===== config.mk =====
export PLATFORM = sky130hd
export DESIGN_NAME = branch_ctrl
export DESIGN_NICKNAME = d
export VERILOG_FILES = /design/src/rtl/branch_ctrl.sv
export SDC_FILE = /design/constraint.sdc
export NUM_CORES = 1
export LEC_CHECK = 0
export ABC_CLOCK_PERIOD_IN_PS = 6300
export CORE_MARGIN = 2
export CORE_UTILIZATION = 50
export CTS_BUF_LIST = sky130_fd_sc_hd__clkbuf_4 sky130_fd_sc_hd__clkbuf_8 sky130_fd_sc_hd__clkbuf_16
export DETAILED_ROUTE_END_ITERATION = 10
export GPL_TIMING_DRIVEN = 0
export PLACE_DENSITY = 0.91
export SLEW_MARGIN = 20
export SYNTH_ARGS = -nofsm -noshare
export SYNTH_HDL_FRONTEND = slang
export SYNTH_SLANG_ARGS = --single-unit

===== constraint.sdc =====
create_clock -name clk_i -period 6.3 [get_ports clk_i]
set_input_delay 1.26 -clock clk_i [delete_from_list [all_inputs] [get_ports clk_i]]
set_output_delay 1.26 -clock clk_i [all_outputs]
set_load 0.1 [all_outputs]

===== src/rtl/branch_ctrl.sv =====
// -----------------------------------------------------------------------------
// branch_ctrl
//   Control-flow sequencer for the RV32I branch/jump path. Takes one decoded
//   control-flow instruction at a time, evaluates the branch condition, forms
//   the target, offers a redirect to fetch over valid/ready and then holds a
//   fixed-length pipeline flush. A taken target with bit 1 set raises a
//   misaligned-target exception instead of redirecting.
//
// Parameters
//   FLUSH_CYCLES     cycles flush_o is held after an accepted redirect (0..15)
//
// Ports
//   clk_i            clock, all state on rising edge
//   rst_i            synchronous active-high reset
//   in_valid_i       control-flow instruction presented
//   in_ready_o       block can accept (IDLE only)
//   cf_op_i          00 NOP, 01 BRANCH, 10 JAL, 11 JALR
//   funct3_i         branch condition (BRANCH only)
//   pc_i, rs1_i, rs2_i, imm_i   instruction PC, operands, sign-extended imm
//   base_sel_o       1 = target base is PC, 0 = base is rs1 (JALR)
//   redirect_valid_o new fetch PC offered
//   redirect_ready_i fetch accepts the redirect
//   redirect_pc_o    redirect target
//   link_valid_o     one-cycle strobe to write link_data_o to rd
//   link_data_o      latched pc + 4
//   flush_o          squash younger pipeline stages
//   misalign_exc_o   one-cycle strobe for a misaligned taken target
//   exc_pc_o         PC of the faulting instruction
//
// States
//   IDLE     | waiting for an instruction, in_ready_o high
//   EVAL     | one cycle: condition, target, link/exception strobes
//   REDIRECT | redirect_valid_o high until fetch takes it
//   FLUSH    | flush_o high, counter runs down to 1
// -----------------------------------------------------------------------------
module branch_ctrl #(
    parameter int unsigned FLUSH_CYCLES = 2
) (
    input  logic        clk_i,
    input  logic        rst_i,
    input  logic        in_valid_i,
    output logic        in_ready_o,
    input  logic [1:0]  cf_op_i,
    input  logic [2:0]  funct3_i,
    input  logic [31:0] pc_i,
    input  logic [31:0] rs1_i,
    input  logic [31:0] rs2_i,
    input  logic [31:0] imm_i,
    output logic        base_sel_o,
    output logic        redirect_valid_o,
    input  logic        redirect_ready_i,
    output logic [31:0] redirect_pc_o,
    output logic        link_valid_o,
    output logic [31:0] link_data_o,
    output logic        flush_o,
    output logic        misalign_exc_o,
    output logic [31:0] exc_pc_o
);

    localparam logic [1:0] OP_NOP    = 2'b00;
    localparam logic [1:0] OP_BRANCH = 2'b01;
    localparam logic [1:0] OP_JAL    = 2'b10;
    localparam logic [1:0] OP_JALR   = 2'b11;

    localparam logic [3:0] FLUSH_LD  = 4'(FLUSH_CYCLES);

    typedef enum logic [1:0] {
        S_IDLE     = 2'd0,
        S_EVAL     = 2'd1,
        S_REDIRECT = 2'd2,
        S_FLUSH    = 2'd3
    } state_t;

    state_t      state_q;
    logic        in_ready_q;
    logic        redirect_valid_q;
    logic        flush_q;
    logic        base_sel_q;
    logic [31:0] redirect_pc_q;
    logic [31:0] link_data_q;
    logic [31:0] exc_pc_q;
    logic [3:0]  cnt_q;

    logic [1:0]  cf_op_q;
    logic [2:0]  funct3_q;
    logic [31:0] pc_q;
    logic [31:0] rs1_q;
    logic [31:0] rs2_q;
    logic [31:0] imm_q;

    logic [31:0] base_d;
    logic [31:0] target_d;
    logic        taken_d;
    logic        misalign_d;
    logic        is_jump_d;

    // Evaluation from the latched operands; only consumed in EVAL.
    always_comb begin
        base_d   = base_sel_q ? pc_q : rs1_q;
        target_d = base_d + imm_q;
        if (cf_op_q == OP_JALR) begin
            target_d[0] = 1'b0;
        end

        taken_d = 1'b0;
        case (cf_op_q)
            OP_NOP:    taken_d = 1'b0;
            OP_JAL,
            OP_JALR:   taken_d = 1'b1;
            OP_BRANCH: begin
                case (funct3_q)
                    3'b000:  taken_d = (rs1_q == rs2_q);
                    3'b001:  taken_d = (rs1_q != rs2_q);
                    3'b100:  taken_d = ($signed(rs1_q) <  $signed(rs2_q));
                    3'b101:  taken_d = ($signed(rs1_q) >= $signed(rs2_q));
                    3'b110:  taken_d = (rs1_q <  rs2_q);
                    3'b111:  taken_d = (rs1_q >= rs2_q);
                    default: taken_d = 1'b0;
                endcase
            end
            default:   taken_d = 1'b0;
        endcase

        is_jump_d  = (cf_op_q == OP_JAL) || (cf_op_q == OP_JALR);
        misalign_d = taken_d && target_d[1];
    end

    // EVAL strobes are decoded from the state register and latched operands,
    // so they are stable for the whole EVAL cycle.
    assign link_valid_o     = (state_q == S_EVAL) && is_jump_d && !misalign_d;
    assign misalign_exc_o   = (state_q == S_EVAL) && misalign_d;

    assign in_ready_o       = in_ready_q;
    assign redirect_valid_o = redirect_valid_q;
    assign flush_o          = flush_q;
    assign base_sel_o       = base_sel_q;
    assign redirect_pc_o    = redirect_pc_q;
    assign link_data_o      = link_data_q;
    assign exc_pc_o         = exc_pc_q;

    always_ff @(posedge clk_i) begin
        if (rst_i) begin
            state_q          <= S_IDLE;
            in_ready_q       <= 1'b1;
            redirect_valid_q <= 1'b0;
            flush_q          <= 1'b0;
            base_sel_q       <= 1'b1;
            redirect_pc_q    <= '0;
            link_data_q      <= '0;
            exc_pc_q         <= '0;
            cnt_q            <= '0;
            cf_op_q          <= OP_NOP;
            funct3_q         <= '0;
            pc_q             <= '0;
            rs1_q            <= '0;
            rs2_q            <= '0;
            imm_q            <= '0;
        end else begin
            case (state_q)
                S_IDLE: begin
                    if (in_valid_i) begin
                        cf_op_q     <= cf_op_i;
                        funct3_q    <= funct3_i;
                        pc_q        <= pc_i;
                        rs1_q       <= rs1_i;
                        rs2_q       <= rs2_i;
                        imm_q       <= imm_i;
                        base_sel_q  <= (cf_op_i != OP_JALR);
                        link_data_q <= pc_i + 32'd4;
                        exc_pc_q    <= pc_i;
                        in_ready_q  <= 1'b0;
                        state_q     <= S_EVAL;
                    end
                end
                S_EVAL: begin
                    if (taken_d && !misalign_d) begin
                        redirect_pc_q    <= target_d;
                        redirect_valid_q <= 1'b1;
                        state_q          <= S_REDIRECT;
                    end else begin
                        in_ready_q <= 1'b1;
                        state_q    <= S_IDLE;
                    end
                end
                S_REDIRECT: begin
                    if (redirect_ready_i) begin
                        redirect_valid_q <= 1'b0;
                        if (FLUSH_LD == 4'd0) begin
                            in_ready_q <= 1'b1;
                            state_q    <= S_IDLE;
                        end else begin
                            cnt_q   <= FLUSH_LD;
                            flush_q <= 1'b1;
                            state_q <= S_FLUSH;
                        end
                    end
                end
                S_FLUSH: begin
                    // Leave in the cycle the counter shows 1 so flush lasts
                    // exactly FLUSH_CYCLES cycles.
                    if (cnt_q <= 4'd1) begin
                        flush_q    <= 1'b0;
                        in_ready_q <= 1'b1;
                        state_q    <= S_IDLE;
                    end else begin
                        cnt_q <= cnt_q - 4'd1;
                    end
                end
                default: begin
                    in_ready_q <= 1'b1;
                    state_q    <= S_IDLE;
                end
            endcase
        end
    end

endmodule


# Yosys cells after proc, flatten, opt, wreduce, memory -nomap -nowiden
# Cells that the tools add are included.
# Widths: inputs -> output; s select.
[totals]
ff_bits = 207
in_bits = 137
[op_classes]
n_addsub = 3
n_lt_le_gt_ge = 5
eq_ne = 20
mux = 22
n_reduce_logical = 21
[op_table]
columns = ["op", "n"]
rows = [
  ["$ge 32x32->1", 2],
  ["$lt 32x32->1", 2],
  ["$add 32x3->32 const B", 1],
  ["$add 32x32->32", 1],
  ["$eq 32x32->1", 1],
  ["$mux 32", 1],
  ["$ne 32x32->1", 1],
  ["$eq 3x3->1 const B", 4],
  ["$ne 2x2->1 const B", 6],
  ["$reduce_and 3->1", 4],
  ["$eq 2x2->1 const B", 4],
  ["$mux 1", 8],
  ["$mux 2", 4],
  ["$mux 4", 2],
  ["$pmux 2 s4", 1],
  ["$pmux 4 s2", 1],
  ["$pmux 1 s3", 2],
  ["$pmux 1 s6", 1],
  ["$logic_and 1x1->1", 5],
  ["$eq 2x1->1 const B", 2],
  ["$le 4x1->1 const B", 1],
  ["$logic_not 2->1", 2],
  ["$pmux 1 s2", 2],
  ["$reduce_and 2->1", 2],
  ["10 further kinds", 11],
]

# Logic depth before layout (Yosys ltp)
# Gate-level depths: netlist of run 1.
[logic_depth]
ltp_word = 8
ltp_mapped = 17
ltp_nobuf = 15

# Worst setup path before layout of run 1
# Ideal clock, no wire load.
[synth_timing]
path_kind = "register -> output"
startpoint = "register base_sel_q (netlist: base_sel_o)"
endpoint = "output misalign_exc_o"
t_arrival_ns = 5.659
slack_ns = -0.619
path_stages_with_launch = 9
cell_sequence = "dfxtp_1 > clkbuf_1 > clkbuf_1 > nand2_1 > o21ai_0 > ha_1 > inv_1 > fa_1 > nor4b_1"
[synth_between]
elab_chain_cells = 4
[synth_lines]
columns = ["element", "line", "source"]
rows = [
  ["from (decl)", "78", "logic base_sel_q;"],
  ["from (signal assigned)", "168", "base_sel_q <= (cf_op_i != OP_JALR);"],
  ["$mux 32", "99", "base_d = base_sel_q ? pc_q : rs1_q;"],
  ["$add 32x32->32", "100", "target_d = base_d + imm_q;"],
  ["$logic_and 1x1->1", "125", "misalign_d = taken_d && target_d[1];"],
  ["$logic_and 1x1->1", "131", "assign misalign_exc_o = (state_q == S_EVAL) && misalign_d;"],
  ["to (decl)", "56", "output logic misalign_exc_o,"],
]
# Every way passes these cells.

# Worst setup path in the final report of run 1
# Ends and elaborated chain as after synthesis.

==> metrics.md, run 1 <==
| Metric | Value |
|---|---|
| Status | finished clean |
| Syn. warnings | 0 |
| Synth top cells by count | nand2_1 (314), dfxtp_1 (205), a21oi_1 (191), nor2_1 (89), ha_1 (66) |
| Pleak | 5.76 nW |
| Share of cells above drive strength 1 | 5.20% |
| H-tree depth | 1 |
| Max cap viols | 0 |
| Total gr overflow | 0 |
| Vias in the first global route | 10400 |
| Final HPWL DP | 26.8 mm |
| Root buf cell | clkbuf_16 |
| PwrDens | 272 nW/µm² |
| Die footprint | 22100 µm² |
| Highest clock rate | 174 MHz |
| Min-Delay Path Class | reg -> reg |
| Crit path DAT | 4480 ps |
| FP Rows | 52 |
| Seq/Total Area, Yosys | 39.2% |
| Final slew viol count | 0 |
| Total number of vias | 10500 |
| Gp weighted congestion | 0.921 |
| Path type of the worst setup path | reg -> out |
| Ant. Diodes | 0 |
| Most frequent CP cell | clkbuf_1 |
| Clock Skews | 24.8 ps |
| Pwr Total | 3.83 mW |
| Cell variety after synth | 58 |
| CP required | 5040 ps |
| Drt wl/cell | 18.7 µm |
| Clock Sinks | 205 |
| R2r startpoint | base_sel_o |
| Async SR Flop Fraction | 0% |
| Antenna violations before repair | 0 |
| Peak supply drop | 0.211 mV |
| Largest net degree at the start of global routing | 15 |
| Post-synth top area share | 39.2% |
| Synthesized area per cell | 7.96 µm² |
| Clk pin slew, worst setup/hold paths | 60 ps |
| DRT iter0 DRCs | 706 |
| GRT Overall Usage | 31.0% |
| Syn nets | 1520 |
| Area leader, netlist | dfxtp_1 |
| Reg2reg end | redirect_pc_o[30] |
| Crit-path cells | clkbuf_1 > clkbuf_1 > o21ai_0 > ha_1 > inv_1 > fa_1 > nor4b_2 > clkdlybuf4s50_1 |
| Number of port buffers | 238 |
| Synthesized flop and latch total | 205 |
| Post-DRT Antenna Nets | 0 |
| Top-count cell post-synth | nand2_1 |
| DR pass1 iterations | 7 |
| Inst Count DP | 1824 |
| Final TNS setup | 0 ps |
| Final Hold Fails | 0 |
| Endpoints failing setup | 0 |
| Die height | 149 µm |
| Cts repair resizes | 0 |
| Crit path capture | misalign_exc_o |
| IO Pins | 239 |
| Filler-free cell count of the finished design | 1866 |
| Mapped Cells | 1316 |
| Hold buffers post-CTS | 0 |
| Post-synthesis instance area | 10500 µm² |
| Critical Path Start Type | flip-flop |
| CORE AREA | 20400 µm² |
| Crit path time final | 5740 ps |
| Max stage delay on crit path | 1210 ps |
| Area contributors post-synth | dfxtp_1 (39%), nand2_1 (11%), a21oi_1 (9.1%) |
| Final nets | 1783 |
| Slew headroom | 31.3% |
| Clock Tree Buf Depth | 3 |
| Number of buffers created by CTS | 23 |
| Initial Util | 51.3% |
| Worst r2r path cells | 14 |
| Setup slack, reg-to-reg | 1790 ps |
| Synth Flop Type | dfxtp_1 |
| Clock Latency Late Sink | 540 ps |
| Worst-margin pin slew | 1030 ps |
| Area delta synth->final | 34.1% |
| TritonCTS clock tree | yes |
| RSZ-0062 raised after global routing | no |
| Setup Fix Bufs, Post-CTS | 0 |
| Final period util | 91.1% |
| Worst hold path cell count | 2 |
| Worst setup EP type | output port |
| CP max stage cell | clkdlybuf4s50_1 |
| Via/cell ratio | 5.62 |
| Post-synth EDFFs | 0 |
| Critical path origin | base_sel_o |
| Global-route wire length before repair | 54.1 mm |
| DRC | 0 |
| Crit Path Max Fanout | 10 |
| Drt total wl | 34.9 mm |
| Die Wd | 149 µm |
[where the power goes]
group          internal [mW]  switching (mW)
clock network          0.925           0.565
registers               1.37          0.0601
logic                  0.301           0.602
total                   2.60            1.23
[metrics by stage]
| stage | hold WS (ps) | setup slack, ps | cell area [µm²] | util, % |
|---|---|---|---|---|
| after CTS | 455 | 587 | 14100 | 68.8 |
| after global placement | 441 | 1170 | 13200 | 64.6 |
| after global routing | 472 | 356 | 14100 | 68.8 |
| final | 457 | 558 | 14100 | 68.8 |
| after detailed placement | 448 | 1170 | 13200 | 64.6 |
| after floorplan | 436 | 770 | 10500 | - |
[state kept, by name, indices dropped and copies added (netlist names), 2 cells and up, named ones only]
signal,cells
rs1_q,32
pc_q,30
funct3_q,3
link_data_o,32
redirect_pc_o,32
imm_q,32
rs2_q,32
cnt_q,4
cf_op_q,2
[logic make-up after synthesis]
family                   after synthesis  share of synthesized area (%)
AO/OA/AOI/OAI                        312                           17.5
buffers and inverters                121                           4.63
AND/OR/NAND/NOR                      503                           20.6
XOR/XNOR                              51                           4.26
multiplexers                          57                           5.79
flip-flops                           205                           39.2
adder cells (fa/ha/maj)               67                           8.07
[how the worst min path moves through the flow]
| stage | startpoint | to | slack (ps) |
|---|---|---|---|
| detailed placement | rs2_q[18] | rs2_q[18] | 450 |
| global placement | rs2_q[7] | rs2_q[7] | 440 |
| CTS | rs2_q[19] | rs2_q[19] | 460 |
| finish | rs2_q[17] | rs2_q[17] | 460 |
| global route | rs2_q[19] | rs2_q[19] | 470 |
| floorplan | rs1_q[0] | rs1_q[0] | 440 |
[cell type report]
class / count / area [µm²]
clock inverters: 9 / 169
plain buffers: 71 / 298
well taps: 270 / 338
fillers: 1663 / 6380
repair buffers: 238 / 2380
multi-input cells: 990 / 5890
flip-flops and latches: 205 / 4100
clock buffers: 33 / 682
inverters: 50 / 188
[cells in the final DEF (no fill, tap or decap), drive strengths merged, types with 3 or more instances in the layout]
master	Yosys	routed
a211oi	28	28
a21o	18	18
nor3b	3	3
nor2	89	89
and2	6	6
dfxtp	205	205
mux2	29	29
a21oi	191	191
xnor2	31	31
clkdlybuf4s50	0	238
a311oi	5	5
bufinv	0	4
nand2	315	315
xor2	20	20
buf	10	10
inv	50	52
nor4	4	4
a211o	4	4
nand3	19	19
nand2b	4	4
a221o	3	3
mux2i	28	28
o21bai	4	4
and3	14	14
o21a	7	7
nor3	15	15
o21ai	30	30
a31oi	5	5
nor2b	8	8
ha	66	66
o211ai	3	3
clkbuf	61	94
or3	5	5
a22o	3	3
nand4	15	15
[worst max-delay path, delay by kind of cell (launching register included)]
family          cells  cell delay [ps]
compound gates      1              200
fa+ha+maj           2              760
buf+inv             4             2190
flops               1              370
simple gates        1              430
[layer usage]
layer,share of wire (%),vias up,GRT usage [%]
li1,-,5031,-
met1,41,4879,38.0
met2,48,490,54.4
met3,8.0,86,5.50
met4,3.6,0,11.5
met5,0,-,0
Note: power is estimated with default switching activity, not from simulation.
==> run 2, diff against run 1 <==
--- a/config.mk
+++ b/config.mk
@@ -5,13 +5,14 @@
 export SDC_FILE = /design/constraint.sdc
 export NUM_CORES = 1
 export LEC_CHECK = 0
-export ABC_CLOCK_PERIOD_IN_PS = 6300
+export ABC_CLOCK_PERIOD_IN_PS = 6400
 export CORE_MARGIN = 2
 export CORE_UTILIZATION = 50
 export CTS_BUF_LIST = sky130_fd_sc_hd__clkbuf_4 sky130_fd_sc_hd__clkbuf_8 sky130_fd_sc_hd__clkbuf_16
 export DETAILED_ROUTE_END_ITERATION = 10
 export GPL_TIMING_DRIVEN = 0
 export PLACE_DENSITY = 0.91
+export REMOVE_ABC_BUFFERS = 1
 export SLEW_MARGIN = 20
 export SYNTH_ARGS = -nofsm -noshare
 export SYNTH_HDL_FRONTEND = slang
==> constraint.sdc (replaced) <==
create_clock -name clk_i -period 6.4 [get_ports clk_i]
set_input_delay 1.28 -clock clk_i [delete_from_list [all_inputs] [get_ports clk_i]]
set_output_delay 1.28 -clock clk_i [all_outputs]
set_load 0.1 [all_outputs]
==> metrics.md, run 2 (synthesis results as in run 1) <==
| Metric | Value |
|---|---|
| Worst r2r path cells | 13 (-1) |
| Final Instance Area | 13800 µm² (-1.9%) |
| CP required | 5120 ps (+80 ps) |
| Final HPWL DP | 20.6 mm (-23%) |
| Crit Path Max Fanout | 3 (-7) |
| Via/cell ratio | 5.52 (-1.8%) |
| Setup slack, reg-to-reg | 2270 ps (+480 ps) |
| Setup Fix Bufs, Post-CTS | 0 (unchanged) |
| Placed Area | 13100 µm² (-0.93%) |
| Final period util | 87.8% |
| Critical path origin | rs2_q[11] |
| Min-Delay Path Class | reg -> reg |
| Crit-path cells | inv_1 > ha_1 > nand4_1 > a2111oi_0 > o31a_1 > o21ai_0 > a311oi_1 > a21oi_1 > nor4b_1 > clkdlybuf4s50_1 |
| Largest net degree at the start of global routing | 127 (+112) |
| Antenna violations before repair | 1 (+1) |
| Worst-margin pin slew | 1040 ps (+8.91 ps) |
| Pleak | 5.67 nW (-1.5%) |
| Hold Worst Slack | 455 ps (-1.08 ps) |
| TritonCTS clock tree | yes |
| FP Rows | 52 (unchanged) |
| Highest clock rate | 178 MHz |
| Clk pin slew, worst setup/hold paths | 60 ps (about the same) |
| Cts repair resizes | 0 (unchanged) |
| Final Hold Fails | 0 (unchanged) |
| Die footprint | 22100 µm² (unchanged) |
| DRC | 0 (unchanged) |
| H-tree depth | 1 (unchanged) |
| Final slew viol count | 0 (unchanged) |
| Final nets | 1717 (-3.7%) |
| Reg2reg end | redirect_pc_o[30] |
| Status | finished clean |
| Peak supply drop | 0.208 mV (-1.3%) |
| Clock Tree Buf Depth | 3 (unchanged) |
| Number of buffers created by CTS | 22 (-4.3%) |
| Worst hold path cell count | 2 (unchanged) |
| Global-route wire length before repair | 45.9 mm (-15%) |
| Endpoints failing setup | 0 (unchanged) |
| Share of cells above drive strength 1 | 5.37% (+0.17 points) |
| Path type of the worst setup path | reg -> out |
| CORE AREA | 20400 µm² (unchanged) |
| IO Pins | 239 (unchanged) |
| Area occupied by multi-input gates | 5900 µm² (+0.15%) |
| Filler cells | 1616 (-2.8%) |
| Drt total wl | 28.8 mm (-18%) |
| Most frequent cells in the layout | nand2_1 (313), clkdlybuf4s50_1 (237), dfxtp_1 (204) |
| Clock Sinks | 205 (unchanged) |
| GRT Overall Usage | 25.2% (-5.7 points) |
| Inst Count DP | 1759 (-3.6%) |
| Drt wl/cell | 16.0 µm (-14%) |
| Register area | 4110 µm² (about the same) |
| Initial Util | 51.3% (unchanged) |
| Endpoint, Worst Hold | rs2_q[28] |
| Post-DRT Antenna Nets | 0 (unchanged) |
| Most common cell after layout, fill and taps aside | nand2_1 |
| Vias in the first global route | 9595 (-8.0%) |
| Total gr overflow | 0 (unchanged) |
| Hold buffers post-CTS | 0 (unchanged) |
| HP Start | rs2_q[28] |
| DRT iter0 DRCs | 528 (-25%) |
| Critical Path Start Type | flip-flop |
| Max cap viols | 0 (unchanged) |
| Total number of vias | 9913 (-5.5%) |
| DR pass1 iterations | 7 (unchanged) |
| Gp weighted congestion | 0.845 (-8.2%) |
| RSZ-0062 raised after global routing | no |
| CP max stage cell | clkdlybuf4s50_1 |
| R2r startpoint | base_sel_o |
| Clock Skews | 16.0 ps (-8.78 ps) |
| Kind of cell adding the most delay to the critical path | compound AO/OA/AOI/OAI gates |
| Die Wd | 149 µm (unchanged) |
| Max stage delay on crit path | 1200 ps (about the same) |
| Area delta synth->final | 31.5% |
| Number of port buffers | 238 (unchanged) |
| Slew headroom | 30.8% (-0.60 points) |
| Clock Latency Late Sink | 510 ps (-30 ps) |
| Worst Path Buf+Inv | 2 (-2) |
| Die height | 149 µm (unchanged) |
| Worst setup EP type | output port |
| PwrDens | 253 nW/µm² (-7.2%) |
| Crit path time final | 5620 ps |
| Crit path DAT | 4340 ps (-140 ps) |
| Filler-free cell count of the finished design | 1797 (-3.7%) |
| Root buf cell | clkbuf_16 |
run 2: changes by cell type in the layout (fill, tap and decap cells not counted), sizes merged:
| cell | before | now |
|---|---|---|
| clkinvlp | 2 | 0 |
| clkinv | 1 | 3 |
| bufinv | 4 | 0 |
| clkbuf | 94 | 34 |
| buf | 10 | 7 |
| clkdlybuf4s50 | 238 | 237 |
| diode | 0 | 1 |
| inv | 52 | 50 |
run 2: how the worst max path moves through the flow:
stage                      to  slack (ps)  depth (start not counted)
3_5_place_dp   misalign_exc_o        1340                         10
3_3_place_gp         pc_q[31]       -3430                          4
4_1_cts        misalign_exc_o         760                         10
2_1_floorplan  misalign_exc_o        -780                          5
5_1_grt        misalign_exc_o         540                         10
6_report       misalign_exc_o         780                         10
run 2: area by class of cell:
| cell class | count | area share (%) |
|---|---|---|
| Clock inverter | 3 | 0.109 |
| Clock buffer | 34 | 4.91 |
| Tap cell | 270 | 2.45 |
| Sequential cell | 205 | 29.8 |
| Antenna cell | 1 | 0.0182 |
| Multi-Input combinational cell | 990 | 42.8 |
| Inverter | 50 | 1.36 |
| Timing Repair Buffer | 244 | 18.5 |
run 2: worst min-delay path, delay by kind of cell, from the launching register on:
family	cells	cell delay, ps
compound gates	1	50
simple gates	1	50
flops	1	310
run 2: metal layers:
| layer | global-route usage (%) | vias to the layer above | part of all wire, % |
|---|---|---|---|
| met5 | 0 | - | 0 |
| li1 | - | 4891 | - |
| met1 | 29.8 | 4607 | 40 |
| met4 | 7.33 | 0 | 2.8 |
| met3 | 5.75 | 68 | 7.8 |
| met2 | 45.8 | 347 | 50 |
run 2: where the power goes:
part	switching [mW]	internal [mW]
Sequential	0.0557	1.35
Combinational	0.550	0.298
Clock	0.503	0.724
Total	1.11	2.37
run 2: per-stage QoR:
step	power (mW)	setup TNS (ps)	util [%]	setup WS, ps
after global placement	2.28	-500100	63.1	-3430
after floorplan	2.00	-776	-	-776
final	3.48	0	67.4	778
after detailed placement	2.28	0	64.0	1340
after global routing	3.62	0	67.4	536
after CTS	3.51	0	67.4	762
